File: config.mk
export PLATFORM = sky130hd
export DESIGN_NAME = button_events
export DESIGN_NICKNAME = d
export VERILOG_FILES = /design/src/rtl/button_events_pkg.sv /design/src/rtl/button_events_channel.sv /design/src/rtl/button_events.sv
export SDC_FILE = /design/constraint.sdc
export NUM_CORES = 1
export LEC_CHECK = 0
export ABC_AREA = 0
export BUFFER_PORTS_ARGS = -buffer_cell sky130_fd_sc_hd__clkbuf_2
export CAP_MARGIN = 20
export CORE_MARGIN = 4
export CORE_UTILIZATION = 40
export DETAILED_ROUTE_END_ITERATION = 7
export PLACE_DENSITY = 0.59
export SLEW_MARGIN = 20
export SYNTH_ARGS = -nofsm -noshare
export SYNTH_HDL_FRONTEND = slang
export SYNTH_SLANG_ARGS = --single-unit
File: constraint.sdc
create_clock -name clk -period 5.7 [get_ports clk]
set_input_delay 0.855 -clock clk [delete_from_list [all_inputs] [get_ports clk]]
set_output_delay 0.855 -clock clk [all_outputs]
set_load 0.005 [all_outputs]
File: src/rtl/button_events_pkg.sv
// Shared types and 12 MHz timing defaults for the button_events input conditioning block.
package button_events_pkg;

  typedef enum logic [1:0] {
    IDLE         = 2'd0,
    PRESS_WAIT   = 2'd1,
    HELD         = 2'd2,
    RELEASE_WAIT = 2'd3
  } btn_state_t;

  localparam int DEBOUNCE_12M = 240000;
  localparam int LONG_12M     = 12000000;
  localparam int REPEAT_12M   = 2400000;

endpackage

File: src/rtl/button_events_channel.sv
// One button channel: 2-flop synchroniser, debounce FSM, hold timer and registered event pulses.
// Auto-repeat of press_pulse after a long press is built only when BUTTON_EVENTS_REPEAT_EN is defined.
module button_channel
  import button_events_pkg::*;
#(
  parameter int DEBOUNCE_CYCLES = DEBOUNCE_12M,
  parameter int LONG_CYCLES     = LONG_12M
`ifdef BUTTON_EVENTS_REPEAT_EN
  , parameter int REPEAT_CYCLES = REPEAT_12M
`endif
) (
  input  logic i_clk,
  input  logic i_rst,
  input  logic i_btn,
  output logic o_pressed,
  output logic o_press_pulse,
  output logic o_release_pulse,
  output logic o_long_pulse
);

  localparam int CNT_W  = $clog2(DEBOUNCE_CYCLES + 1);
  localparam int HOLD_W = $clog2(LONG_CYCLES + 1);
  localparam logic [CNT_W-1:0]  CNT_ONE   = CNT_W'(1);
  localparam logic [CNT_W-1:0]  CNT_LAST  = CNT_W'(DEBOUNCE_CYCLES - 1);
  localparam logic [HOLD_W-1:0] HOLD_ONE  = HOLD_W'(1);
  localparam logic [HOLD_W-1:0] HOLD_PRE  = HOLD_W'(LONG_CYCLES - 1);
  localparam logic [HOLD_W-1:0] HOLD_FULL = HOLD_W'(LONG_CYCLES);

  logic [1:0]        r_sync;
  btn_state_t        r_state;
  logic [CNT_W-1:0]  r_cnt;
  logic [HOLD_W-1:0] r_hold;
  logic              r_pressed;
  logic              r_press_pulse;
  logic              r_release_pulse;
  logic              r_long_pulse;
  logic              w_s;
  logic              w_long_hit;
  logic [HOLD_W-1:0] w_hold_next;

`ifdef BUTTON_EVENTS_REPEAT_EN
  localparam int RPT_W = $clog2(REPEAT_CYCLES + 1);
  localparam logic [RPT_W-1:0] RPT_ONE  = RPT_W'(1);
  localparam logic [RPT_W-1:0] RPT_LAST = RPT_W'(REPEAT_CYCLES - 1);
  logic [RPT_W-1:0] r_rpt;
`endif

  assign w_s         = r_sync[1];
  assign w_long_hit  = (r_hold == HOLD_PRE);
  // hold timer saturates so long_pulse can only ever match once per press
  assign w_hold_next = (r_hold == HOLD_FULL) ? r_hold : r_hold + HOLD_ONE;

  // synchroniser, debounce FSM, hold timer and event pulses
  always_ff @(posedge i_clk or posedge i_rst) begin
    if (i_rst) begin
      r_sync          <= 2'b00;
      r_state         <= IDLE;
      r_cnt           <= '0;
      r_hold          <= '0;
      r_pressed       <= 1'b0;
      r_press_pulse   <= 1'b0;
      r_release_pulse <= 1'b0;
      r_long_pulse    <= 1'b0;
`ifdef BUTTON_EVENTS_REPEAT_EN
      r_rpt           <= '0;
`endif
    end else begin
      r_sync          <= {r_sync[0], i_btn};
      r_press_pulse   <= 1'b0;
      r_release_pulse <= 1'b0;
      r_long_pulse    <= 1'b0;
      case (r_state)
        IDLE: begin
          if (w_s) begin
            r_state <= PRESS_WAIT;
            r_cnt   <= CNT_ONE;
          end else begin
            r_cnt <= '0;
          end
        end
        PRESS_WAIT: begin
          if (!w_s) begin
            r_state <= IDLE;
            r_cnt   <= '0;
          end else if (r_cnt == CNT_LAST) begin
            r_state       <= HELD;
            r_cnt         <= '0;
            r_hold        <= '0;
            r_pressed     <= 1'b1;
            r_press_pulse <= 1'b1;
          end else begin
            r_cnt <= r_cnt + CNT_ONE;
          end
        end
        HELD: begin
          r_hold       <= w_hold_next;
          r_long_pulse <= w_long_hit;
`ifdef BUTTON_EVENTS_REPEAT_EN
          if (w_long_hit) begin
            r_rpt <= '0;
          end else if (r_hold == HOLD_FULL) begin
            if (r_rpt == RPT_LAST) begin
              r_rpt         <= '0;
              r_press_pulse <= 1'b1;
            end else begin
              r_rpt <= r_rpt + RPT_ONE;
            end
          end
`endif
          if (!w_s) begin
            r_state <= RELEASE_WAIT;
            r_cnt   <= CNT_ONE;
          end else begin
            r_cnt <= '0;
          end
        end
        RELEASE_WAIT: begin
          // the button is still logically held, so the hold timer keeps running
          r_hold       <= w_hold_next;
          r_long_pulse <= w_long_hit;
`ifdef BUTTON_EVENTS_REPEAT_EN
          if (w_long_hit) begin
            r_rpt <= '0;
          end
`endif
          if (w_s) begin
            r_state <= HELD;
            r_cnt   <= '0;
          end else if (r_cnt == CNT_LAST) begin
            r_state         <= IDLE;
            r_cnt           <= '0;
            r_pressed       <= 1'b0;
            r_release_pulse <= 1'b1;
          end else begin
            r_cnt <= r_cnt + CNT_ONE;
          end
        end
        default: begin
          r_state <= IDLE;
          r_cnt   <= '0;
        end
      endcase
    end
  end

  assign o_pressed       = r_pressed;
  assign o_press_pulse   = r_press_pulse;
  assign o_release_pulse = r_release_pulse;
  assign o_long_pulse    = r_long_pulse;

endmodule

File: src/rtl/button_events.sv
// Top level: optional pin inversion followed by N_BUTTONS independent debounce channels.
// Optional auto-repeat (REPEAT_CYCLES parameter) is enabled by defining BUTTON_EVENTS_REPEAT_EN.
module button_events
  import button_events_pkg::*;
#(
  parameter int N_BUTTONS       = 3,
  parameter int DEBOUNCE_CYCLES = DEBOUNCE_12M,
  parameter int LONG_CYCLES     = LONG_12M,
  parameter int ACTIVE_LOW      = 0
`ifdef BUTTON_EVENTS_REPEAT_EN
  , parameter int REPEAT_CYCLES = REPEAT_12M
`endif
) (
  input  logic                 clk,
  input  logic                 reset,
  input  logic [N_BUTTONS-1:0] btn_raw,
  output logic [N_BUTTONS-1:0] pressed,
  output logic [N_BUTTONS-1:0] press_pulse,
  output logic [N_BUTTONS-1:0] release_pulse,
  output logic [N_BUTTONS-1:0] long_pulse
);

  logic [N_BUTTONS-1:0] w_btn;

  assign w_btn = (ACTIVE_LOW != 0) ? ~btn_raw : btn_raw;

  for (genvar g = 0; g < N_BUTTONS; g++) begin : g_ch
    button_channel #(
      .DEBOUNCE_CYCLES (DEBOUNCE_CYCLES),
      .LONG_CYCLES     (LONG_CYCLES)
`ifdef BUTTON_EVENTS_REPEAT_EN
      , .REPEAT_CYCLES (REPEAT_CYCLES)
`endif
    ) u_channel (
      .i_clk           (clk),
      .i_rst           (reset),
      .i_btn           (w_btn[g]),
      .o_pressed       (pressed[g]),
      .o_press_pulse   (press_pulse[g]),
      .o_release_pulse (release_pulse[g]),
      .o_long_pulse    (long_pulse[g])
    );
  end

endmodule

==> metrics.cfg <==
[status]
outcome=finished, final reports clean

[die]
core_area_mm2=0.0190
dieArea_mm2=0.0219
die_height_um=148
pin_count=17
start_util_pct=41.3
fp-row-count=50
fp.dieW_um=148

[detailed_routing]
totalWireLength_um=15100
wl_per_cell_um=14.1
drc_errors=0
drt-vias-per-instance=5.36
drt_iter0_drc=413
first_pass_iters=6
ant_nets=0
vias=5760

[synthesis]
synth-seq-cells=150
synth-async-reset-ratio_pct=100
ys.warnings.count=0
synthCells=810
synth-edff-count=0
synth_cell_type_count=58
ys_seq_area_share_pct=47.9
syn-cell-area_mm2=0.00783
synthFlopType=dfrtp_1
synth_fp_nets=824
synth_area_per_cell_um2=9.67

[global_routing]
grt_max_degree=98
antenna_found_initial=0
grt_pass1_wl_um=27000
grt_overflow=0
grt_pass1_vias=5594
grt_usage_pct=14.7

[placed_design]
gp_congestion=0.791
hpwlAfterDp_um=9840
place_area_mm2=0.00801
port_buffers=16

[timing]
max_slew_margin_pct=30.5
slew_violations=0
finalClockSkew_ns=0.0103
fin_tns_setup_ns=0
fmax_mhz=368
finalCritPeriodShare_pct=47.6
worst_pin_slew_ns=1.03
rsz0062_at_grt=no
period_needed_ns=2.72
setup-violations-final=0
finalHoldViolations=0

[power]
peakVddDrop_mv=0.171
power.density_mw_per_mm2=268
p_leak_nw=3.49

[setup_path]
cpMaxStageDelayCell=nor4_4
crit_type=flop to flop
crit_fanout=19
worstSetupEndpointType=flop
path_delay_family=simple AND/OR/NAND/NOR gates
worst-path-buf-inv=0
critPathLaunchType=flop
path_cells=ha_1 -> nand2_1 -> or4_1 -> nor4_4 -> nor2_1
cpPeakStageDelay_ns=0.92
rrSetupSlack_ns=2.98
worstPathArrival_ns=2.97
required_ns=5.96

[clocking]
post_cts_resize_count=0
cts_root_buf=clkbuf_16
cts.reportedPaths.clkPinSlew_ns=0.07
postCtsHoldBufs=0
cts_buffers=17
cts_buffer_depth=2
cts.sinks=150
htreeDepth=4
post_cts_buffers=0
cts_tree=done
clock_latency_ns=0.42

[finish]
drive_gt1_share_pct=9.33
nets=816
final_common_cell=dfrtp_1
finalInstanceArea_mm2=0.00864
fill_cells=1833
final_cell_mix=150 x dfrtp_1, 80 x nor2_1, 48 x a21oi_1
n_antenna_cell=0
syn_to_final_growth_pct=10.4

[hold_path]
hold_class=flop to flop

[job]
drv_cap=0

synthesized netlist by cell type (all sizes together), types with 7 or more instances:
library cell | n | area (µm²)
xor2 | 38 | 333
a21oi | 50 | 258
clkbuf | 17 | 65.1
nand4 | 44 | 275
nor2 | 80 | 300
and4 | 12 | 105
and2 | 17 | 106
o21ai | 28 | 144
xnor2 | 28 | 245
buf | 29 | 189
or3 | 20 | 125
nand2 | 39 | 146
nand3 | 49 | 268
dfrtp | 150 | 3750
inv | 30 | 113
or4 | 30 | 236
and3 | 15 | 93.8
nor4 | 12 | 90.1
o31ai | 25 | 188
nor3 | 20 | 100
ha | 9 | 113
mux2i | 7 | 70.1
registers in the layout (all words and copies together), names as in the netlist, named ones only:
| name | cells |
|---|---|
| g_ch.u_channel.o_release_pulse | 3 |
| g_ch.u_channel.r_cnt | 54 |
| g_ch.u_channel.r_state | 3 |
| g_ch.u_channel.o_long_pulse | 3 |
| g_ch.u_channel.o_press_pulse | 3 |
| g_ch.u_channel.r_hold | 72 |
| g_ch.u_channel.r_sync | 6 |
| g_ch.u_channel.o_pressed | 3 |
final timing paths:
check,to,from,depth (start not counted)
max in group asynchronous,g_ch[2].u_channel.r_cnt[12],reset,3
hold / removal,g_ch[1].u_channel.r_sync[1],g_ch[1].u_channel.r_sync[0],0
setup reg to reg,g_ch[1].u_channel.r_hold[10],g_ch[1].u_channel.r_cnt[0],5
min in group asynchronous,g_ch[0].u_channel.r_hold[9],reset,2
hold reg to reg,g_ch[1].u_channel.r_sync[1],g_ch[1].u_channel.r_sync[0],0
setup / recovery,g_ch[1].u_channel.r_hold[10],g_ch[1].u_channel.r_cnt[0],5
cells by family after synthesis:
family          count (synthesis)  synth area share [%]
simple gates                  369                  26.9
buf+inv                        76                  4.68
fa+ha+maj                       9                  1.44
mux                            10                  1.33
compound gates                130                  10.3
xor+xnor                       66                  7.38
flops                         150                  47.9
report_power, final:
part	leakage (nW)	internal [W]	switching (W)
Combinational	1.11	0.00000836	0.0000323
Sequential	2.07	0.00107	0.00000669
Clock	0.305	0.000738	0.000456
Total	3.49	0.00182	0.000495
layer usage:
metal	up-vias	GRT usage (%)	part of all wire, %
li1	2928	-	-
met1	2768	21.3	52
met2	53	22.0	45
met3	11	3.89	2.7
met4	0	3.56	0.64
met5	-	0	0
through the flow:
stage | power (W) | std cells | util, % | setup WS, ns | hold slack [ns]
after CTS | 0.00235 | 1075 | 45.6 | 2.96 | 0.353
after global placement | 0.00114 | 1043 | 42.3 | 3.01 | 0.336
final | 0.00231 | 1075 | 45.6 | 2.98 | 0.350
after floorplan | 0.00113 | 810 | - | 0.809 | 0.331
after detailed placement | 0.00114 | 1043 | 42.3 | 2.95 | 0.337
after global routing | 0.00241 | 1075 | 45.6 | 2.75 | 0.361
area by class of cell:
class	count	area, µm²	area share, %
sequential	150	3750	43.4
timing repair buffer	19	103	1.19
tap	260	325	3.76
inverter	30	118	1.36
clock buffer	18	429	4.97
multi-input combinational	584	3710	43.0
clock inverter	14	199	2.30
worst reg2reg max path, delay by kind of cell (launching register included):
family | cells | cell delay (ns)
DFF | 1 | 0.41
and+or+nand+nor | 4 | 1.89
adders and majority gates | 1 | 0.25
(Power assumes the default switching activity.)
